===== config.mk =====
export PLATFORM = sky130hd
export DESIGN_NAME = instr_exec
export DESIGN_NICKNAME = d
export VERILOG_FILES = /design/src/rtl/instr_exec.sv
export SDC_FILE = /design/constraint.sdc
export NUM_CORES = 1
export LEC_CHECK = 0
export CAP_MARGIN = 20
export CORE_ASPECT_RATIO = 1.1
export CORE_UTILIZATION = 35
export DETAILED_ROUTE_END_ITERATION = 6
export SLEW_MARGIN = 40
export SYNTH_ARGS = -nofsm -noshare
export SYNTH_HDL_FRONTEND = slang
export SYNTH_SLANG_ARGS = --single-unit

===== constraint.sdc =====
create_clock -name clk -period 2 [get_ports clk]
set_input_delay 0.3 -clock clk [delete_from_list [all_inputs] [get_ports clk]]
set_output_delay 0.3 -clock clk [all_outputs]
set_load 0.02 [all_outputs]

===== src/rtl/instr_exec.sv =====
// Execution stage for the 11-bit instruction stream. Each strobed word is
// captured, then goes through decode, execute and write-back against a
// 4-entry register file. Results are also reflected in out_data and the
// zero and carry flags.
//
// state  | meaning
// -------+--------------------------------------------------------------
// IDLE   | waiting for instr_valid; a strobe latches the word
// DECODE | read R[rd] and R[rs] into the operand registers
// EXEC   | ALU result and next carry captured into registers
// WB     | commit to R[rd] / out_data and the flags; done pulses next cycle
module instr_exec #(
    parameter int DATA_W = 8
) (
    input  logic              clk,
    input  logic              reset,
    input  logic [10:0]       instr,
    input  logic              instr_valid,
    output logic              busy,
    output logic              done,
    output logic [DATA_W-1:0] out_data,
    output logic              zero,
    output logic              carry,
    output logic              dropped
);

    typedef enum logic [1:0] {
        S_IDLE   = 2'd0,
        S_DECODE = 2'd1,
        S_EXEC   = 2'd2,
        S_WB     = 2'd3
    } state_t;

    localparam logic [2:0] OP_NOP = 3'b000;
    localparam logic [2:0] OP_LDI = 3'b001;
    localparam logic [2:0] OP_ADD = 3'b010;
    localparam logic [2:0] OP_SUB = 3'b011;
    localparam logic [2:0] OP_AND = 3'b100;
    localparam logic [2:0] OP_OR  = 3'b101;
    localparam logic [2:0] OP_SHL = 3'b110;
    localparam logic [2:0] OP_OUT = 3'b111;

    state_t            state;
    state_t            state_nxt;
    logic [10:0]       instr_q;
    logic [DATA_W-1:0] regs [4];
    logic [DATA_W-1:0] opa;
    logic [DATA_W-1:0] opb;
    logic [DATA_W-1:0] res_q;
    logic              carry_q;
    logic [DATA_W-1:0] alu_res;
    logic              alu_carry;
    logic [DATA_W:0]   sum;

    logic [2:0] op;
    logic [1:0] rd;
    logic [1:0] rs;
    logic [5:0] imm;

    assign op  = instr_q[10:8];
    assign rd  = instr_q[7:6];
    assign imm = instr_q[5:0];
    assign rs  = instr_q[1:0];

    // State register
    always_ff @(posedge clk or negedge reset) begin
        if (!reset) begin
            state <= S_IDLE;
        end else begin
            state <= state_nxt;
        end
    end

    // Next-state decode; each instruction always walks the full sequence
    always_comb begin
        state_nxt = state;
        case (state)
            S_IDLE:   if (instr_valid) state_nxt = S_DECODE;
            S_DECODE: state_nxt = S_EXEC;
            S_EXEC:   state_nxt = S_WB;
            S_WB:     state_nxt = S_IDLE;
            default:  state_nxt = S_IDLE;
        endcase
    end

    // ALU on the latched operands; NOP/OUT pass opa through and do not touch flags
    always_comb begin
        sum       = {1'b0, opa} + {1'b0, opb};
        alu_res   = opa;
        alu_carry = 1'b0;
        case (op)
            OP_LDI: alu_res = DATA_W'(imm);
            OP_ADD: begin
                alu_res   = sum[DATA_W-1:0];
                alu_carry = sum[DATA_W];
            end
            OP_SUB: begin
                alu_res   = opa - opb;
                alu_carry = (opa < opb);
            end
            OP_AND: alu_res = opa & opb;
            OP_OR:  alu_res = opa | opb;
            OP_SHL: alu_res = opa << imm[2:0];
            default: alu_res = opa;
        endcase
    end

    // Datapath: latch, operand read, result capture, write-back and status
    always_ff @(posedge clk or negedge reset) begin
        if (!reset) begin
            instr_q  <= '0;
            regs     <= '{default: '0};
            opa      <= '0;
            opb      <= '0;
            res_q    <= '0;
            carry_q  <= 1'b0;
            busy     <= 1'b0;
            done     <= 1'b0;
            out_data <= '0;
            zero     <= 1'b0;
            carry    <= 1'b0;
            dropped  <= 1'b0;
        end else begin
            busy <= (state_nxt != S_IDLE);
            done <= (state == S_WB);
            if (instr_valid && (state != S_IDLE)) begin
                dropped <= 1'b1;
            end
            case (state)
                S_IDLE: begin
                    if (instr_valid) begin
                        instr_q <= instr;
                    end
                end
                S_DECODE: begin
                    opa <= regs[rd];
                    opb <= regs[rs];
                end
                S_EXEC: begin
                    res_q   <= alu_res;
                    carry_q <= alu_carry;
                end
                S_WB: begin
                    if (op == OP_OUT) begin
                        out_data <= opa;
                    end else if (op != OP_NOP) begin
                        regs[rd] <= res_q;
                        zero     <= (res_q == '0);
                        carry    <= carry_q;
                    end
                end
                default: ;
            endcase
        end
    end

endmodule


==> flow_metrics.tcl <==
set metrics [dict create \
    status "complete, but fails checks" \
    failed_checks "negative setup slack" \
    synth_simple_gate_area_share_pct 9.73 \
    drt-initial-drc-count 242 \
    grt.met1_usage_pct 25.2 \
    fin_nets 599 \
    grt_start_max_net_pins 60 \
    period_share_pct 105 \
    ys_seq_elements 83 \
    cts_buffers 9 \
    synth_top_family_by_area "multiplexers" \
    syn_nets 523 \
    grtUsageMet2_pct 32.4 \
    place_congestion 0.935 \
    ys_async_sr_fraction_pct 100 \
    start_util_pct 35.8 \
    yosys-top-cells-area "dfrtp_1 (42%), mux2_2 (9.4%), mux4_2 (7.8%)" \
    port_buffers 26 \
    switching_share_pct 42.2 \
    cp.arrival_ps 2360 \
    p_switching_mw 4.64 \
    drv_slew 0 \
    use_met3_pct 2.58 \
    place_area_um2 5790 \
    clock-root-buffer "clkbuf_16" \
    ios 27 \
    clock_sinks 83 \
    grt_pass1_wl_mm 21.6 \
    period_minus_slack_ps 2110 \
    synth_fa_ha_area_share_pct 7.91 \
    routed_via_density 5.23 \
    insertedDiodeCount 0 \
    avgSynthCellArea_um2 10.3 \
    die_w_um 115 \
    seq_power_share_pct 28.5 \
    final_cell_mix "dfrtp_1 (82), buf_4 (60), nand2_1 (50)" \
    via_count 3905 \
    rsz0062_at_grt "true" \
    synth_cell_type_count 45 \
    clkPwrFrac_pct 14.6 \
    hpwl_mm 10.0 \
    antenna_found_initial 0 \
    power.density_nw_per_um2 1760 \
    wl_per_cell_um 18.2 \
    syn_to_final_growth_pct 26.5 \
    dieHeight_um 127 \
    power_frac_comb_pct 56.9 \
    power_mw 11.0 \
    crit_type "reg2reg" \
    ir_worst_vdd_mv 0.642 \
    grt-ovfl-total 0 \
    yosysTopAreaCellShare_pct 42.1 \
    ant_nets 0 \
    tightestPinTransition_ps 483 \
    setup_ws_ps -109 \
    netlist_instances 479 \
    crit_path_end_kind "register" \
    cellLeakagePower_nw 2.69 \
    synth-edff-count 0 \
    cts-htree-levels 3 \
    clk_latency_ps 340 \
    drc 0 \
    slew_headroom_pct 67.5 \
    cp-start-kind "register" \
    track_usage_pct 19.7 \
    dieArea_um2 14600 \
    yosysTopAreaCell "dfrtp_1" \
    maxCapViolCount 0 \
    drt-total-wl_mm 13.6 \
    stdcell_area_um2 6240 \
    cp_data_required_time_ps 2250 \
    muxShareOfSynthArea_pct 18.5 \
    busiest_layer "met2" \
    synth_compound_area_share_pct 15.4 \
    setup_viol 5 \
    first_pass_iters 5 \
    synthXorXnorAreaFrac_pct 0.887 \
    rows 45 \
    netlist_area_um2 4940 \
    hold_violations 0 \
    cts_max_path_buffers 2 \
    layout_commonest_cell "dfrtp_1" \
    rr_startpoint "opa[0]$_DFFE_PN0N_" \
    hp-class "in2async" \
    first_global_vias 4058 \
    ys_seq_area_share_pct 42.1 \
    coreArea_um2 13800 \
    drive_gt1_share_pct 30.6 \
    worstSetupStartpoint "opa[0]$_DFFE_PN0N_" \
    synth_ff_type "dfrtp_1" \
    tritoncts "built" \
    crit_path_max_fanout 3 \
    skew_ps 6.60 \
    hold_slack_ps 424 \
    p_int_mw 6.35 \
    cts.reportedPaths.clkPinSlew_ps 60 \
    clock.fmax_mhz 474 \
    yosys_warnings 0 \
]
## flip-flops by register name, indices dropped and copies added, names as in the netlist
register / cells
opb: 8
res_q: 8
carry: 1
busy: 1
zero: 1
instr_q: 11
regs: 32
opa: 8
dropped: 1
done: 1
state: 2
out_data: 8
carry_q: 1
## cell families (layout without fill, tap and decap cells)
logic type | Yosys count | count (layout)
buffers and inverters | 66 | 146
adders and majority gates | 30 | 30
xor gates and xnor gates | 5 | 5
DFF | 83 | 83
and+or+nand+nor | 103 | 103
muxes | 65 | 65
AOI/OAI and AO/OA | 127 | 127
## metal layers
| layer | wire [µm] | vias to the layer above | share of wire (%) |
|---|---|---|---|
| met5 | 0 | - | 0 |
| met1 | 5950 | 1936 | 44 |
| li1 | - | 1845 | - |
| met4 | 489 | 0 | 3.6 |
| met3 | 499 | 29 | 3.7 |
| met2 | 6650 | 95 | 49 |
## synth_stat cells (6+ instances only)
cell      number
mux2_2        41
mux4_2        17
o221ai_1       6
a211oi_1       7
inv_1         42
clkbuf_1      12
nor2_1        20
nand2_1       50
nand2b_1       8
dfrtp_1       83
a21oi_1       28
mux2i_1        7
buf_2          8
ha_1          28
a31oi_1        6
o21ai_0       53
## critical path: stages (launching register included)
cell and delay, ps:
dfrtp_1 400, inv_2 80, ha_4 130, inv_2 30, fa_2 330, a21o_1 210, a21oi_4 200, a211oi_2 80
or4_1 400, a31oi_1 150
## repair_timing
item,CTS,global route
hold buffers,1,0
buffers inserted,3,3
pin swaps,8,13
gates resized for setup,15,19
endpoints found under the setup margin,6,8
hold endpoints to repair,24,0
## per-stage QoR
step	setup TNS (ps)	utilization, %	setup slack [ps]	cells
floorplan	-30.3	-	-30.3	479
global placement	-253	42.0	-127	726
detailed placement	-284	42.0	-159	726
CTS	-138	44.6	-138	744
global route	-1000	45.3	-197	747
finish	-204	45.3	-109	747
## cell type report
cell class | count | area, µm²
Multi-Input combinational cell | 330 | 2720
Timing Repair Buffer | 89 | 762
Fill cell | 1295 | 7550
Clock buffer | 12 | 267
Clock inverter | 3 | 21.3
Sequential cell | 83 | 2080
Inverter | 42 | 158
Tap cell | 188 | 235
## path summary, 6_finish.rpt
path | endpoint | slack, ps | cells past startpoint
max in group asynchronous | res_q[1]$_DFFE_PN0P_ | 940 | 3
max | carry_q$_DFFE_PN0P_ | -110 | 9
min reg2reg | dropped$_DFFE_PN0P_ | 460 | 1
min | out_data[1]$_DFFE_PN0P_ | 420 | 2
min in group clk | dropped$_DFFE_PN0P_ | 460 | 1
max reg2reg | carry_q$_DFFE_PN0P_ | -110 | 9
## power groups by stage
stage               Sequential (mW)  Clock (mW)  Combinational (mW)
global placement               3.07           0                5.73
detailed placement             3.15           0                5.77
CTS                            3.12        1.65                6.01
global route                   3.23        1.72                6.80
floorplan                      3.01           0                3.74
finish                         3.13        1.60                6.25
No activity file was read; power rests on OpenSTA's default activity.
==> edit 1: new RTL, same flow settings <==
`DATA_W`: 8 -> 12.
--- a/src/rtl/instr_exec.sv
+++ b/src/rtl/instr_exec.sv
@@ -12,3 +12,3 @@
 module instr_exec #(
-    parameter int DATA_W = 8
+    parameter int DATA_W = 12
 ) (
Ports: changed (resized out_data); port bits go from 27 to 31. No check against the original RTL was run, so the function may have changed too.
==> edit 1 against the unedited design <==
  * The flow still finishes with violations (setup timing)
  * Worst hold slack lost 0.069 ns
  * Synthesized area rose by 46%
  * Sequential cell count grew 32
  * Setup slack worse by 0.071 ns
  * Wire length grew 61%
  * Design area up 56%
  * Global-route usage grew 1.5 points
  * Via count is 54% higher
  * Total power is 62% higher
  * Clock skew rose by 0.0028 ns
  * Critical path type unchanged
  * Largest cell class unchanged
  * Largest power group unchanged
  * Highest routed layer unchanged
==> edit 1: results (changes against the unedited design) <==
Global route
  • Via count of the first global-routing pass: 6,162 (was 4,058)
  • Maximum number of pins on one net before global-route repair: 49 (was 60)
  • Met3 demand-to-capacity share in global routing: 4.31% (was 2.58%)
  • GRT Total Usage: 21.2% (was 19.7%)

Drt
  • Routed length on met2: 10,600 µm (was 6650 µm)
  • Met3 wire length: 1200 µm (was 499 µm)
  • Count of vias placed by the detailed router: 6,031 (was 3,905)
  • Drt first-iter violations: 502 (was 242)
  • Drt wl/cell: 20.2 µm (was 18.2 µm)
  • M1 WL: 9150 µm (was 5950 µm)

Synthesis
  • Distinct cells, synth: 70 (was 45)
  • Number of nets produced by synthesis: 745 (was 523)
  • Seq/Total Area, Yosys: 39.9% (was 42.1%)

Cells and area
  • Filler instances: 1,802 (was 1,295)
  • Max reg flops: 48 (was 32)
  • Proportion of layout cells with a drive suffix above 1: 39.0% (was 30.6%)

Placed design
  • Gpl congestion: 0.931 (was 0.935)
  • Post-detail-place hpwl: 15,900 µm (was 10,000 µm)

Status
  • Status: finished with violations (unchanged)
  • Violations in the final reports: setup timing (unchanged)

STA
  • Hold slack: 0.355 ns (was 0.424 ns)
  • Setup-violating endpoint count in the final report: 8 (was 5)
  • Worst path setup slack after routing: -0.179 ns (was -0.109 ns)
  • Post-route clock skew: 0.00944 ns (was 0.00660 ns)
  • Worst-Margin Slew: 0.498 ns (was 0.483 ns)

Power and ir drop
  • Switching share of power: 41.5% (was 42.2%)
  • P_leak: 4.26 nW (was 2.69 nW)

Clock network
  • Latest clock arrival within the worst-skew pair: 0.42 ns (was 0.34 ns)
  • H-tree depth: 4 (was 3)
[edit 1: changes by cell type in the layout (fill, tap and decap cells not counted), sizes merged, moves of 6 or more]
cell / change
buf: +68
clkbuf: +7
a211oi: +6
nor2: +8
mux2: +20
nor3: +9
mux4: +8
nor3b: +6
clkinv: +6
dfrtp: +32
nand2: +11
ha: +15
o21ai: +14
[edit 1: area by class of cell]
cell class	count	area [µm²]	area share, %
Multi-Input combinational cell	481	4380	44.9
Inverter	45	169	1.73
Tap cell	252	315	3.24
Clock inverter	13	183	1.88
Timing Repair Buffer	161	1370	14.1
Clock buffer	19	443	4.55
Sequential cell	115	2880	29.6
[edit 1: power groups by stage]
| stage | sequential [mW] | clock, mW | combinational [mW] |
|---|---|---|---|
| 2_1_floorplan | 4.12 | 0 | 5.54 |
| 3_3_place_gp | 4.25 | 0 | 8.96 |
| 3_5_place_dp | 4.30 | 0 | 9.00 |
| 4_1_cts | 4.29 | 3.30 | 9.35 |
| 5_1_grt | 4.47 | 3.40 | 10.9 |
| 6_report | 4.32 | 3.27 | 10.2 |
[edit 1: through the flow]
stage	power, mW	instances	cell area (µm²)	util, %
floorplan	9.66	686	7230	-
global placement	13.2	1046	8610	43.1
detailed placement	13.3	1046	8610	43.1
CTS	16.9	1081	9410	47.0
global route	18.8	1086	9740	48.7
finish	17.8	1086	9740	48.7
[edit 1: logic make-up after synthesis]
kind of cell	after synthesis	synth area share (%)
simple gates	160	11.0
buf+inv	90	5.60
flops	115	39.9
xor+xnor	6	0.728
compound gates	172	15.8
fa+ha+maj	45	8.01
mux	98	19.0
[edit 1: timing repair]
item | in CTS | in global routing
pin swaps | 25 | 23
setup buffers | 2 | 6
hold buffers | 1 | 0
endpoints found under the setup margin | 11 | 14
gates resized for setup | 30 | 59
endpoints found under the hold margin | 25 | 0
==> edit 2: new RTL, same flow settings <==
Made on the original files. Register the inputs `instr` and `instr_valid` before use, cleared by the reset. The logic sees them one clock later.
--- a/src/rtl/instr_exec.sv
+++ b/src/rtl/instr_exec.sv
@@ -42,2 +42,15 @@
 
+    logic [10:0] instr_r;
+    logic instr_valid_q;
+
+    always_ff @(posedge clk or negedge reset) begin
+        if (!reset) begin
+            instr_r       <= '0;
+            instr_valid_q <= '0;
+        end else begin
+            instr_r       <= instr;
+            instr_valid_q <= instr_valid;
+        end
+    end
+
     state_t            state;
@@ -77,3 +90,3 @@
         case (state)
-            S_IDLE:   if (instr_valid) state_nxt = S_DECODE;
+            S_IDLE:   if (instr_valid_q) state_nxt = S_DECODE;
             S_DECODE: state_nxt = S_EXEC;
@@ -125,3 +138,3 @@
             done <= (state == S_WB);
-            if (instr_valid && (state != S_IDLE)) begin
+            if (instr_valid_q && (state != S_IDLE)) begin
                 dropped <= 1'b1;
@@ -130,4 +143,4 @@
                 S_IDLE: begin
-                    if (instr_valid) begin
-                        instr_q <= instr;
+                    if (instr_valid_q) begin
+                        instr_q <= instr_r;
                     end
Function: changed (a bounded check fails within 4 cycles, from zero or initial values and one cycle with reset low).
==> edit 2 against the unedited design <==
  * The flow finishes with violations (hold timing, setup timing)
  * Total power is essentially flat
  * First-iteration DRC count shrank 7.9%
  * Clock power grew 20%
  * Sequential cell count grew 12
  * Synthesized area grew 5.0%
  * Design area grew 5.4%
  * Setup slack lost 0.055 ns
  * Wire length shrank 2.3%
==> edit 2: results (changes against the unedited design) <==
Synthesis
  • Dominant cells by area after synthesis: sky130_fd_sc_hd__dfrtp_1 46%, sky130_fd_sc_hd__mux4_2 8.7%, sky130_fd_sc_hd__ha_1 7.2%, sky130_fd_sc_hd__mux2_2 6.3%, sky130_fd_sc_hd__o21ai_0 5.4% (was sky130_fd_sc_hd__dfrtp_1 42%, sky130_fd_sc_hd__mux2_2 9.4%, sky130_fd_sc_hd__mux4_2 7.8%, sky130_fd_sc_hd__ha_1 7.1%, sky130_fd_sc_hd__o21ai_0 5.4%)
  • Most common library cells after synthesis: 95 x sky130_fd_sc_hd__dfrtp_1, 57 x sky130_fd_sc_hd__nand2_1, 56 x sky130_fd_sc_hd__o21ai_0 (was 83 x sky130_fd_sc_hd__dfrtp_1, 53 x sky130_fd_sc_hd__o21ai_0, 50 x sky130_fd_sc_hd__nand2_1)
  • Seq/Total Area, Yosys: 45.9% (was 42.1%)
  • Distinct cells, synth: 55 (was 45)

Worst setup path
  • Startpoint of the most critical setup path: opa[3]$_DFFE_PN0N_ (was opa[0]$_DFFE_PN0N_)
  • Critical path endpoint: res_q[7]$_DFFE_PN0P_ (was carry_q$_DFFE_PN0P_)
  • R2r worst-path depth: 8 (was 9)

Drt
  • Drt wl/cell: 17.5 µm (was 18.2 µm)
  • Count of vias placed by the detailed router: 3,999 (was 3,905)
  • M1 WL: 5810 µm (was 5950 µm)
  • Drt first-iter violations: 223 (was 242)
  • Routed WL: 13,300 µm (was 13,600 µm)

Clock network
  • Latest clock arrival within the worst-skew pair: 0.36 ns (was 0.34 ns)
  • Count of instances resized after the clock tree is built: 11 (was 15)
  • Hold_buf cts: 0 (was 1)
  • Post-CTS setup repair buffer count: 4 (was 3)

Power and ir drop
  • P_sw: 4.33 mW (was 4.64 mW)
  • Power drawn by the combinational cells: 5.81 mW (was 6.25 mW)
  • Largest vdd supply drop: 0.580 mV (was 0.642 mV)
  • Sequential-cell power consumption: 3.25 mW (was 3.13 mW)

Status
  • Status: finished with violations (unchanged)
  • Violations in the final reports: hold timing, setup timing (was setup timing)

Global route
  • First-pass GRT wire length: 21,600 µm (about the same)
  • Routing usage on met2: 31.3% (was 32.4%)
  • Maximum number of pins on one net before global-route repair: 96 (was 60)
  • GRT Total Usage: 18.7% (was 19.7%)
  • Grt met1 use: 23.7% (was 25.2%)

STA
  • Hold slack: -0.0101 ns (was 0.424 ns)
  • Final Hold Fails: 14 (was 0)
  • Setup-violating endpoint count in the final report: 3 (was 5)
  • Worst path setup slack after routing: -0.164 ns (was -0.109 ns)

Cells and area
  • Proportion of layout cells with a drive suffix above 1: 30.6% (about the same)
  • Net count reported at finish: 607 (was 599)

Placed design
  • Post-detail-place hpwl: 9790 µm (was 10,000 µm)
  • Area after DPL: 6070 µm² (was 5790 µm²)
  • Gpl congestion: 0.857 (was 0.935)
edit 2: kinds of logic (layout without fill, tap and decap cells):
kind of cell | count (synthesis) | count (layout) | share of synthesized area [%]
DFF | 95 | 95 | 45.9
and+or+nand+nor | 105 | 105 | 9.44
buffers and inverters | 60 | 147 | 4.49
adders and majority gates | 32 | 32 | 8.02
muxes | 52 | 52 | 15.6
AOI/OAI and AO/OA | 129 | 129 | 15.6
xor gates and xnor gates | 6 | 6 | 1.01
edit 2: layout make-up:
cell class | count | area (µm²)
sequential | 95 | 2380
inverter | 33 | 124
clock inverter | 5 | 86.3
fill | 1341 | 7870
timing repair buffer | 98 | 815
multi-input combinational | 324 | 2690
clock buffer | 11 | 243
tap | 192 | 240
edit 2: stage by stage:
step                util (%)  setup WS [ns]
finish                  45.5         -0.164
detailed placement      42.0         -0.147
CTS                     44.8         -0.107
global placement        42.0         -0.127
global route            45.5         -0.228
floorplan                  -        -0.0734
